File: src/rtl/perm_tag_realign.sv
`default_nettype none
// ============================================================================
// Module   : perm_tag_realign
// Purpose  : Queues column permutations and scatters each detector output back
//            to the original antenna order.
// Revision : 1.0
// ============================================================================
module perm_tag_realign #(
  parameter int N_COL = 8,
  parameter int IDX_W = 3,
  parameter int SYM_W = 2,
  parameter int DEPTH = 32,
  parameter int CNT_W = 6
) (
  input  logic                   clk,
  input  logic                   rst,
  input  logic                   perm_valid,
  input  logic [N_COL*IDX_W-1:0] perm_i,
  input  logic                   det_valid,
  input  logic [N_COL*SYM_W-1:0] x_i,
  input  logic                   bypass,
  input  logic                   clr_err,
  output logic [N_COL*SYM_W-1:0] x_o,
  output logic                   x_valid,
  output logic [CNT_W-1:0]       occupancy,
  output logic                   err_overflow,
  output logic                   err_underflow,
  output logic                   err_perm
);

  localparam int C_PW    = N_COL * IDX_W;
  localparam int C_XW    = N_COL * SYM_W;
  localparam int C_PTR_W = (DEPTH > 1) ? $clog2(DEPTH) : 1;

  logic [C_PW-1:0]    r_mem [DEPTH];
  logic [C_PTR_W-1:0] r_wptr;
  logic [C_PTR_W-1:0] r_rptr;
  logic [CNT_W-1:0]   r_occ;

  logic [C_PW-1:0] w_ident;
  logic [C_PW-1:0] w_sel;
  logic [C_XW-1:0] w_x_sc;
  logic            w_empty;
  logic            w_full;
  logic            w_pop;
  logic            w_fall;
  logic            w_under;
  logic            w_push;
  logic            w_over;
  logic            w_perm_bad;

  for (genvar k = 0; k < N_COL; k++) begin : g_ident
    assign w_ident[k*IDX_W +: IDX_W] = IDX_W'(k);
  end

  assign w_empty = (r_occ == '0);
  assign w_full  = (r_occ == CNT_W'(DEPTH));
  assign w_pop   = det_valid && !w_empty;
  assign w_fall  = det_valid && w_empty && perm_valid;
  assign w_under = det_valid && w_empty && !perm_valid;
  // A full FIFO still accepts a push when the head leaves in the same cycle.
  assign w_push  = perm_valid && !w_fall && (!w_full || w_pop);
  assign w_over  = perm_valid && w_full && !det_valid;

  always_comb begin
    w_perm_bad = 1'b0;
    for (int i = 0; i < N_COL; i++) begin
      if (int'(perm_i[i*IDX_W +: IDX_W]) >= N_COL) w_perm_bad = 1'b1;
      for (int j = i + 1; j < N_COL; j++) begin
        if (perm_i[i*IDX_W +: IDX_W] == perm_i[j*IDX_W +: IDX_W]) w_perm_bad = 1'b1;
      end
    end
  end

  always_comb begin
    if (bypass || w_under) w_sel = w_ident;
    else if (w_pop)        w_sel = r_mem[r_rptr];
    else                   w_sel = perm_i;
  end

  // Ascending k order makes the highest colliding source win a slot.
  always_comb begin
    w_x_sc = '0;
    for (int k = 0; k < N_COL; k++) begin
      if (int'(w_sel[k*IDX_W +: IDX_W]) < N_COL)
        w_x_sc[int'(w_sel[k*IDX_W +: IDX_W])*SYM_W +: SYM_W] = x_i[k*SYM_W +: SYM_W];
    end
  end

  always_ff @(posedge clk) begin
    if (w_push && !rst) r_mem[r_wptr] <= perm_i;
  end

  always_ff @(posedge clk) begin
    if (rst) begin
      r_wptr        <= '0;
      r_rptr        <= '0;
      r_occ         <= '0;
      x_o           <= '0;
      x_valid       <= 1'b0;
      err_overflow  <= 1'b0;
      err_underflow <= 1'b0;
      err_perm      <= 1'b0;
    end else begin
      if (w_push)
        r_wptr <= (r_wptr == C_PTR_W'(DEPTH - 1)) ? '0 : r_wptr + C_PTR_W'(1);
      if (w_pop)
        r_rptr <= (r_rptr == C_PTR_W'(DEPTH - 1)) ? '0 : r_rptr + C_PTR_W'(1);
      case ({w_push, w_pop})
        2'b10:   r_occ <= r_occ + CNT_W'(1);
        2'b01:   r_occ <= r_occ - CNT_W'(1);
        default: r_occ <= r_occ;
      endcase
      x_valid <= det_valid;
      if (det_valid) x_o <= w_x_sc;
      err_overflow  <= (err_overflow  && !clr_err) || w_over;
      err_underflow <= (err_underflow && !clr_err) || w_under;
      err_perm      <= (err_perm      && !clr_err) || (perm_valid && w_perm_bad);
    end
  end

  assign occupancy = r_occ;

endmodule
`default_nettype wire
File: config.mk
export PLATFORM = sky130hd
export DESIGN_NAME = perm_tag_realign
export DESIGN_NICKNAME = d
export VERILOG_FILES = /design/src/rtl/perm_tag_realign.sv
export SDC_FILE = /design/constraint.sdc
export NUM_CORES = 1
export LEC_CHECK = 0
export CORE_ASPECT_RATIO = 0.8
export CORE_UTILIZATION = 42
export DETAILED_ROUTE_END_ITERATION = 16
export PLACE_DENSITY = 0.69
export SLEW_MARGIN = 25
export SYNTH_ARGS = -nofsm -noshare
export SYNTH_HDL_FRONTEND = slang
export SYNTH_SLANG_ARGS = --single-unit
File: constraint.sdc
create_clock -name clk -period 4.9 [get_ports clk]
set_clock_uncertainty 0.15 [all_clocks]
set_input_delay 0.49 -clock clk [delete_from_list [all_inputs] [get_ports clk]]
set_output_delay 0.49 -clock clk [all_outputs]
set_load 0.05 [all_outputs]
Word-level counts from Yosys, hierarchy flattened

Memory sizes are Yosys's and may differ from the RTL's. A register that Yosys moved wholly into a read port is not among the register bits.
Index checks and enable logic that the tools add are counted.

Logic and storage cells: 142
Bits of input ports: 46
Register bits after elaboration: 36
Output and inout bits: 26
Bits in writable memories: 768
Bits in latches: 0
ROM bits: 0
Memories: 1

Memories:

| memory | words | bits a word | read ports | clocked after memory_dff | wr ports | line | RTL |
|---|---|---|---|---|---|---|---|
| r_mem  | 32    | 24          | 1          | 1                        | 1        | 35   | `logic [C_PW-1:0] r_mem [DEPTH];` |

Div/mod/pow operators: 0
Muxes and demuxes: 44
Add/sub/neg operators: 12
Reductions and logical operators: 27
Eq/ne operators: 33
Bitwise operators: 1
Order comparisons: 0
Multiply operators: 0
Shift operators: 16

Operators with widths:

| operator                                                                | number |
|---|---|
| 4-bit negator with 33-bit output                                        | 8 |
| 2-bit by 33-bit variable shift with 16-bit output, first input constant | 8 |
| 2-bit by 33-bit indexed part select with 16-bit output                  | 8 |
| 16-bit bitwise mux                                                      | 7 |
| 3-bit equality test                                                     | 28 |
| 24-bit 2-to-1 mux                                                       | 2 |
| 1-bit 2-to-1 mux                                                        | 30 |
| 5-bit 2-to-1 mux                                                        | 4 |
| 16-bit bitwise AND                                                      | 1 |
| 1-bit logical AND                                                       | 13 |
| 6-bit one-hot mux with 2 select lines                                   | 1 |
| 5-bit by 1-bit adder with 5-bit output, second input constant           | 2 |
| 5-bit equality test, second input constant                              | 2 |
| 1-bit logical NOT                                                       | 7 |
| 6-bit by 1-bit adder with 6-bit output, second input constant           | 1 |
| 6-bit equality test, second input constant                              | 1 |
| 6-bit logical NOT                                                       | 1 |
| 6-bit by 1-bit subtractor with 6-bit output, second input constant      | 1 |
| 1-bit logical OR                                                        | 5 |
| 2-bit by 1-bit equality test with 1-bit output, second input constant   | 1 |
| 2-bit equality test, second input constant                              | 1 |
| 2-bit nonzero test                                                      | 1 |

Logic depth before layout (Yosys ltp)

Depth in word-level cells: 31
Gate-level depth with buffers: 21

Least setup slack after synthesis

Ideal clock, no wire load.

Path type: reg-to-reg
From: reg r_occ[0], in the netlist occupancy[0]
To: reg x_o[0]
Data required time: 4.671 ns
Arrival: 4.528 ns
Path buffers: 4
Path slack: 0.143 ns
Stages on the path, launching flop included: 18
Cells stage by stage: dfxtp_1 > or4_4 > o31ai_4 > buf_2 > buf_1 > a21oi_1 > o21ai_2 > buf_2 > inv_2 > clkbuf_1 > ha_1 > ha_1 > nor2_1 > nand2_1 > or4_1 > o311a_1 > o311a_1 > a211oi_2

Cells in the longest elaborated chain, start to end: 15
Elaborated cells between the ends (all ways): 40
Those cells by class: add/sub: 8; shift: 16; mux: 9; bitwise: 1; reduce/logical: 6

Ends and longest elaborated chain:

| element                                                                                                                     | line   | RTL |
|---|---|---|
| start, declared                                                                                                             | 38     | `logic [CNT_W-1:0] r_occ;` |
| start signal, assigned                                                                                                      | 110    | `2'b10: r_occ <= r_occ + CNT_W'(1);` |
| start signal, assigned                                                                                                      | 111    | `2'b01: r_occ <= r_occ - CNT_W'(1);` |
| start signal, assigned                                                                                                      | 112    | `default: r_occ <= r_occ;` |
| 6-bit logical NOT (*)                                                                                                       | 56     | `assign w_empty = (r_occ == '0);` |
| 1-bit logical NOT or 1-bit logical AND (tied branches)                                                                      | 58, 60 |  |
| 1-bit logical AND (on tied branches)                                                                                        | 58, 60 |  |
| 24-bit 2-to-1 mux or 1-bit logical OR (tied branches)                                                                       | 77, 76 |  |
| 24-bit 2-to-1 mux (*)                                                                                                       | 76     | `if (bypass \|\| w_under) w_sel = w_ident;` |
| 4-bit negator with 33-bit output                                                                                            | 86     | `w_x_sc[int'(w_sel[k*IDX_W +: IDX_W])*SYM_W +: SYM_W] = x_i[k*SYM_W +: SYM_W];` |
| 2-bit by 33-bit indexed part select with 16-bit output or 2-bit by 33-bit variable shift with 16-bit output (tied branches) | 86     |  |
| 16-bit bitwise AND (no line)                                                                                                | -      |  |
| 16-bit bitwise mux (6 in series)                                                                                            | 86     |  |
| 16-bit bitwise mux (*)                                                                                                      | 86     |  |
| end signal, assigned                                                                                                        | 115    | `if (det_valid) x_o <= w_x_sc;` |
| end, declared                                                                                                               | 23     | `output logic [N_COL*SYM_W-1:0] x_o,` |

Mark *: on every way between the ends. The rest lies on a longest branch, timed or not.
A chain may end at the register's enable or synchronous reset.

==> results.toml <==
[synthesis]
synth-simple-area-share_pct = 6.28
synth-compound-area-share_pct = 8.80
ys_ff_latch = 809
yosys.cell_types.count = 94
synth_top_family_by_area = "multiplexers"
synthesis.nets = 2391
synthFlopType = "edfxtp_1"
async_reset_ff_share_pct = 0
synth-xor-area-share_pct = 2.22
postSynthAreaPerCell_um2 = 15.3
netlist_area_um2 = 35500
syn_inst = 2316
muxShareOfSynthArea_pct = 11.8
synth_fa_ha_area_share_pct = 1.04
ys_seq_area_share_pct = 67.2
yosys_warnings = 0
synth_edf_count = 768

[floorplan]
core-area_um2 = 83900
die_x_um = 327
pin_count = 72
dieArea_um2 = 85800
num_rows = 95
initial_core_util_pct = 42.4
die_h_um = 262

[setup_path]
path_cells = "buf_4 -> nor2b_2 -> buf_12 -> a22oi_1 -> a21oi_1 -> buf_4 -> nor4_1 -> a21o_1 -> nand2_1 -> ha_1 -> ha_1 -> nand2b_1 -> buf_4 -> nor2_1 -> a211o_1 -> a211oi_1 -> buf_4 -> o31ai_1"
crit_path_max_fanout = 36
cpLargestDelayFamily = "compound AO/OA/AOI/OAI gates"
cp.required_ns = 5.27
end_kind = "flop"
worst-path-buf-inv = 5
slowest_delay_ns = 0.76
crit_top_cell = "buf_4"
startpoint_type = "flop"
crit_slowest_cell = "nor4_1"
critPathKind = "flop to flop"
crit_arrival_ns = 5.11

[drt]
via_per_inst = 6.05
vias = 22208
drt_iter0_drc = 2701
ant_nets = 0
drt-wirelength-per-cell_um = 28.1
routed_wl_um = 103000
drt-pass1-iter-count = 5
drc = 0

[sta]
max_slew_margin_pct = 32.3
tns_ns = 0
layout_setup_ws_ns = 0.158
clock.fmax_mhz = 211
hold_viol_final = 0
layout_worst_path_cycle_share_pct = 96.8
rsz0062_at_grt = "false"
setup_viol = 0
slew_viol_final = 0
tightest_slew_ns = 1.01
finalCriticalPeriod_ns = 4.74

[pwr]
clock_power_share_pct = 29.6
p_sw_mw = 6.19
pwr-share-comb_pct = 30.2
intPower_mw = 13.4
peakVddDrop_mv = 0.272
power_mw = 19.6
leakage_nw = 12.9
p_seq_share_pct = 40.2
power_density_nw_per_um2 = 479
p_sw_share_pct = 31.5

[clocking]
cts.clk_slew.worst_paths_ns = 0.06
cts.path.max_buffers = 3
cts_tree = "done"
cts_hold_buf = 0
worst_skew_pair.late_latency_ns = 0.64
htreeDepth = 3
numClockSinks = 809
clock-root-buffer = "clkbuf_16"
cts_buffers = 75

[layout]
nNetsFinal = 2577
final_common_cell = "edfxtp_1"
most-common-layout-cells = "edfxtp_1 (768), mux2i_1 (283), buf_4 (167)"
layout-drive-gt1-share_pct = 16.3
syn2layout_area_growth_pct = 15.2

[global_routing]
grt.met2_usage_pct = 35.1
globalRouteMet3Util_pct = 6.25
grt_overflow = 0
antenna_found_initial = 0
grt_usage_pct = 23.7
grt.busiest_layer = "met2"
grt_max_degree = 69
grtUsageMet1_pct = 33.6
grt_pass1_wl_um = 148000
grt_pass1_vias = 21819

[place]
port-buffer-count = 71
dp_hpwl_um = 65400
pre_cts_ws_ns = 0.0233
gp_congestion = 0.949

[status]
outcome = "finished clean"

[hold_path]
hp-class = "primary input to flop"

[run]
maxCapViolCount = 0
==> state kept, by name, summed over array words and instances, names as in the netlist, named ones only <==
| name | flops |
|---|---|
| err_underflow | 1 |
| x_valid | 1 |
| r_mem | 768 |
| r_wptr | 5 |
| err_perm | 1 |
| x_o | 16 |
| occupancy | 6 |
| err_overflow | 1 |
| r_rptr | 5 |
==> stage by stage <==
step	cells	hold slack, ns	util (%)	cell area [µm²]
floorplan	2316	0.305	-	35500
detailed placement	3533	0.308	45.8	38500
finish	3672	0.0405	48.8	40900
global placement	3533	0.302	45.8	38400
global route	3671	0.0346	48.8	40900
CTS	3665	0.0371	48.7	40900
==> path summary, 6_finish.rpt <==
check                              startpoint            end  slack (ns)  cells after the start
worst min register to register  err_underflow  err_underflow        0.31                      2
worst max register to register           flop        x_o[10]        0.16                     18
worst min-delay path                perm_i[2]   r_mem[17][2]        0.04                      1
worst max-delay path                     flop        x_o[10]        0.16                     18
==> worst reg2reg max path, delay by kind of cell (launching register included) <==
| kind | cells | cell delay, ns |
|---|---|---|
| buffers and inverters | 5 | 1.00 |
| adders and majority gates | 2 | 0.48 |
| and+or+nand+nor | 5 | 1.13 |
| DFF | 1 | 0.53 |
| AOI/OAI and AO/OA | 6 | 1.34 |
==> per-layer routing <==
metal | vias to the layer above | share of wire [%]
li1 | 9584 | -
met1 | 11227 | 42
met2 | 1226 | 44
met3 | 171 | 11
met4 | 0 | 3.1
met5 | - | 0
==> power groups by stage <==
stage	Sequential [mW]	Clock [mW]	Combinational [mW]
5_1_grt	7.90	6.13	6.28
3_5_place_dp	8.07	0	5.68
6_report	7.89	5.82	5.92
4_1_cts	7.90	5.88	5.76
3_3_place_gp	8.06	0	5.59
2_1_floorplan	8.17	0	3.75
==> synth_stat cells, types with 6 or more instances <==
library cell / number / area (µm²)
nand2b_1: 32 / 200
o211ai_1: 10 / 75.1
nand2_1: 56 / 210
ha_1: 28 / 350
o21ai_0: 26 / 130
a21oi_1: 111 / 556
inv_1: 28 / 105
buf_6: 19 / 214
or3_1: 14 / 87.6
or4_1: 10 / 75.1
a21o_1: 6 / 45.0
o41ai_1: 12 / 105
nand3_1: 31 / 155
a31oi_1: 23 / 144
edfxtp_1: 768 / 23100
buf_1: 14 / 52.6
o32ai_1: 6 / 52.6
o31ai_1: 6 / 45.0
mux2i_1: 283 / 2830
buf_2: 25 / 125
nand3b_1: 6 / 45.0
mux4_2: 55 / 1240
buf_4: 12 / 90.1
nor3_1: 36 / 180
clkbuf_1: 67 / 251
xnor2_1: 39 / 342
a211oi_1: 11 / 82.6
nor2b_1: 25 / 156
nand4_1: 15 / 93.8
nor2_1: 125 / 469
a32o_1: 6 / 60.1
a22oi_1: 143 / 1070
nor4_1: 19 / 119
buf_8: 6 / 90.1
xor2_1: 51 / 447
o22ai_1: 13 / 81.3
dfxtp_1: 41 / 821
and2_1: 11 / 68.8
==> cell type report <==
cell class	instances	area (µm²)
inverters	33	124
diodes	1	2.50
multi-input cells	1330	10900
clock buffers	96	2010
repair buffers	253	2250
well taps	1115	1400
clock inverters	35	383
fillers	7062	43000
flip-flops and latches	809	23900
==> cell families (layout without fill, tap and decap cells) <==
group / after synthesis / in the layout
muxes: 345 / 345
adders and majority gates: 29 / 29
and+or+nand+nor: 421 / 421
xor gates and xnor gates: 90 / 90
AOI/OAI and AO/OA: 445 / 445
buffers and inverters: 177 / 417
other: 0 / 1
DFF: 809 / 809
==> repair_timing <==
| item | CTS | global route |
|---|---|---|
| gates cloned | 0 | 0 |
| resized for setup | 0 | 3 |
| setup buffers | 1 | 6 |
| endpoints found under the setup margin | 1 | 5 |
Power figures use the tool's default switching activity.
==> RTL edit, RTL diff (same settings) <==
Change the parameter `DEPTH` from 32 to 64.
--- a/src/rtl/perm_tag_realign.sv
+++ b/src/rtl/perm_tag_realign.sv
@@ -10,5 +10,5 @@
   parameter int IDX_W = 3,
   parameter int SYM_W = 2,
-  parameter int DEPTH = 32,
+  parameter int DEPTH = 64,
   parameter int CNT_W = 6
 ) (
Behaviour: not the same (a bounded check fails within 4 cycles, from zero or initial values and one cycle with rst high).
==> RTL edit against the original RTL <==
Cell area up 84%; core utilization rose by 0.44 points; largest cell class unchanged; highest routed layer is now met5; total power increased by 74%; critical path type unchanged; sequential cell count rose by 771; wire length up 84%; synthesized area grew 83%; critical path depth shrank 4; count of clock-buffer cells in the layout rose by 83; worst setup slack got worse by 28 ps; synthesized cell count up 47%; critical endpoint is now x_o[13]$_SDFFE_PP0P_; die area up 82%.
==> RTL edit: results (changes against the original RTL) <==
----------------------------------------------------
[Layout]
  Layout fillers ... 12,300 (was 7,062)
  Share of post-route cells with drive strength above 1 ... 25.4% (was 16.3%)

[Yosys]
  Proportion of synthesized area in mux cells ... 14.5% (was 11.8%)
  Adder and majority cell fraction of the synthesized area ... 0.474% (was 1.04%)
  Syn nets ... 3,480 (was 2,391)
  Area share of xor/xnor cells in the synthesized design ... 1.32% (was 2.22%)
  Number of enable-type register cells in the synthesized netlist ... 1,536 (was 768)
  Sequential cell area fraction in the yosys report ... 72.3% (was 67.2%)
  List of most frequent post-synthesis cells ... sky130_fd_sc_hd__edfxtp_1 (1,536), sky130_fd_sc_hd__mux4_2 (253), sky130_fd_sc_hd__mux2i_1 (194) (was sky130_fd_sc_hd__edfxtp_1 (768), sky130_fd_sc_hd__mux2i_1 (283), sky130_fd_sc_hd__a22oi_1 (143))

[Run status]
  Status ... completed (unchanged)

[Worst setup path]
  Internal reg-to-reg setup slack ... 130 ps (was 160 ps)
  Crit path max fanout ... 12 (was 36)
  Largest stage delay on the critical path ... 820 ps (was 760 ps)
  Highest-delay cell along the critical path ... sky130_fd_sc_hd__o32a_1 (was sky130_fd_sc_hd__nor4_1)
  Cells on worst reg2reg path ... 14 (was 18)

[Detailed routing]
  Routed wire length on met3 ... 25,100 um (was 11,000 um)
  Met2 wire length ... 81,600 um (was 45,800 um)
  Routed met1 length ... 77,200 um (was 43,000 um)
  Max Used Layer ... met5 (was met4)
  Number of DRC violations after detailed-routing iteration 0 ... 5,402 (was 2,701)
  Routed vias/inst ... 6.17 (was 6.05)

[Pwr]
  Leakage power summed over all cells ... 23.5 nW (was 12.9 nW)
  Worst supply voltage drop on vdd ... 0.412 mV (was 0.272 mV)

[Global route]
  Largest net degree at the start of global routing ... 73 (was 69)
  Global routing usage on met2 ... 34.3% (was 35.1%)
  Vias in the first global route ... 35,100 (was 21,800)
  GR Layer Usage met1 ... 35.5% (was 33.6%)
  Global-route wire length before repair ... 265,000 um (was 148,000 um)

[Place]
  Dpl hpwl ... 119,000 um (was 65,400 um)
  Placement Cell Area ... 0.0704 sq mm (was 0.0385 sq mm)

[Timing]
  Headroom to the max-slew limit ... 30.5% (was 32.3%)
  Worst hold slack across all endpoints ... 68.4 ps (was 40.5 ps)
  Tmin final ... 4770 ps (was 4740 ps)

[Min path]
  Hold path endpoint ... r_mem[37][16]$_DFFE_PP_ (was r_mem[17][2]$_DFFE_PP_)

[Clocking]
  Clk_lat worst skew ... 800 ps (was 640 ps)
  Number of levels the H-tree was split into ... 4 (was 3)

----------------------------------------------------
[RTL edit: cell types whose count changed after synthesis, sizes merged, moves of 17 or more]
cell | before | now
edfxtp | 768 | 1536
o22ai | 13 | 30
buf | 77 | 131
nor2 | 125 | 161
mux4 | 57 | 315
nand3 | 31 | 51
nand2 | 56 | 96
mux2i | 283 | 194
a21oi | 111 | 79
[RTL edit: layout make-up]
type	instances	share of cell area, %
clock buffers	179	5.06
inverters	36	0.179
multi-input cells	1607	22.5
repair buffers	431	5.20
flip-flops and latches	1580	62.4
clock inverters	90	1.30
diodes	2	0.00665
well taps	2015	3.35
[RTL edit: power groups by stage]
stage               clock, mW  sequential [mW]  combinational, mW
floorplan                   0             15.5               4.70
global placement            0             15.4               7.41
detailed placement          0             15.4               7.44
CTS                      11.6             15.1               7.48
global route             12.1             15.1               8.02
finish                   11.5             15.1               7.64
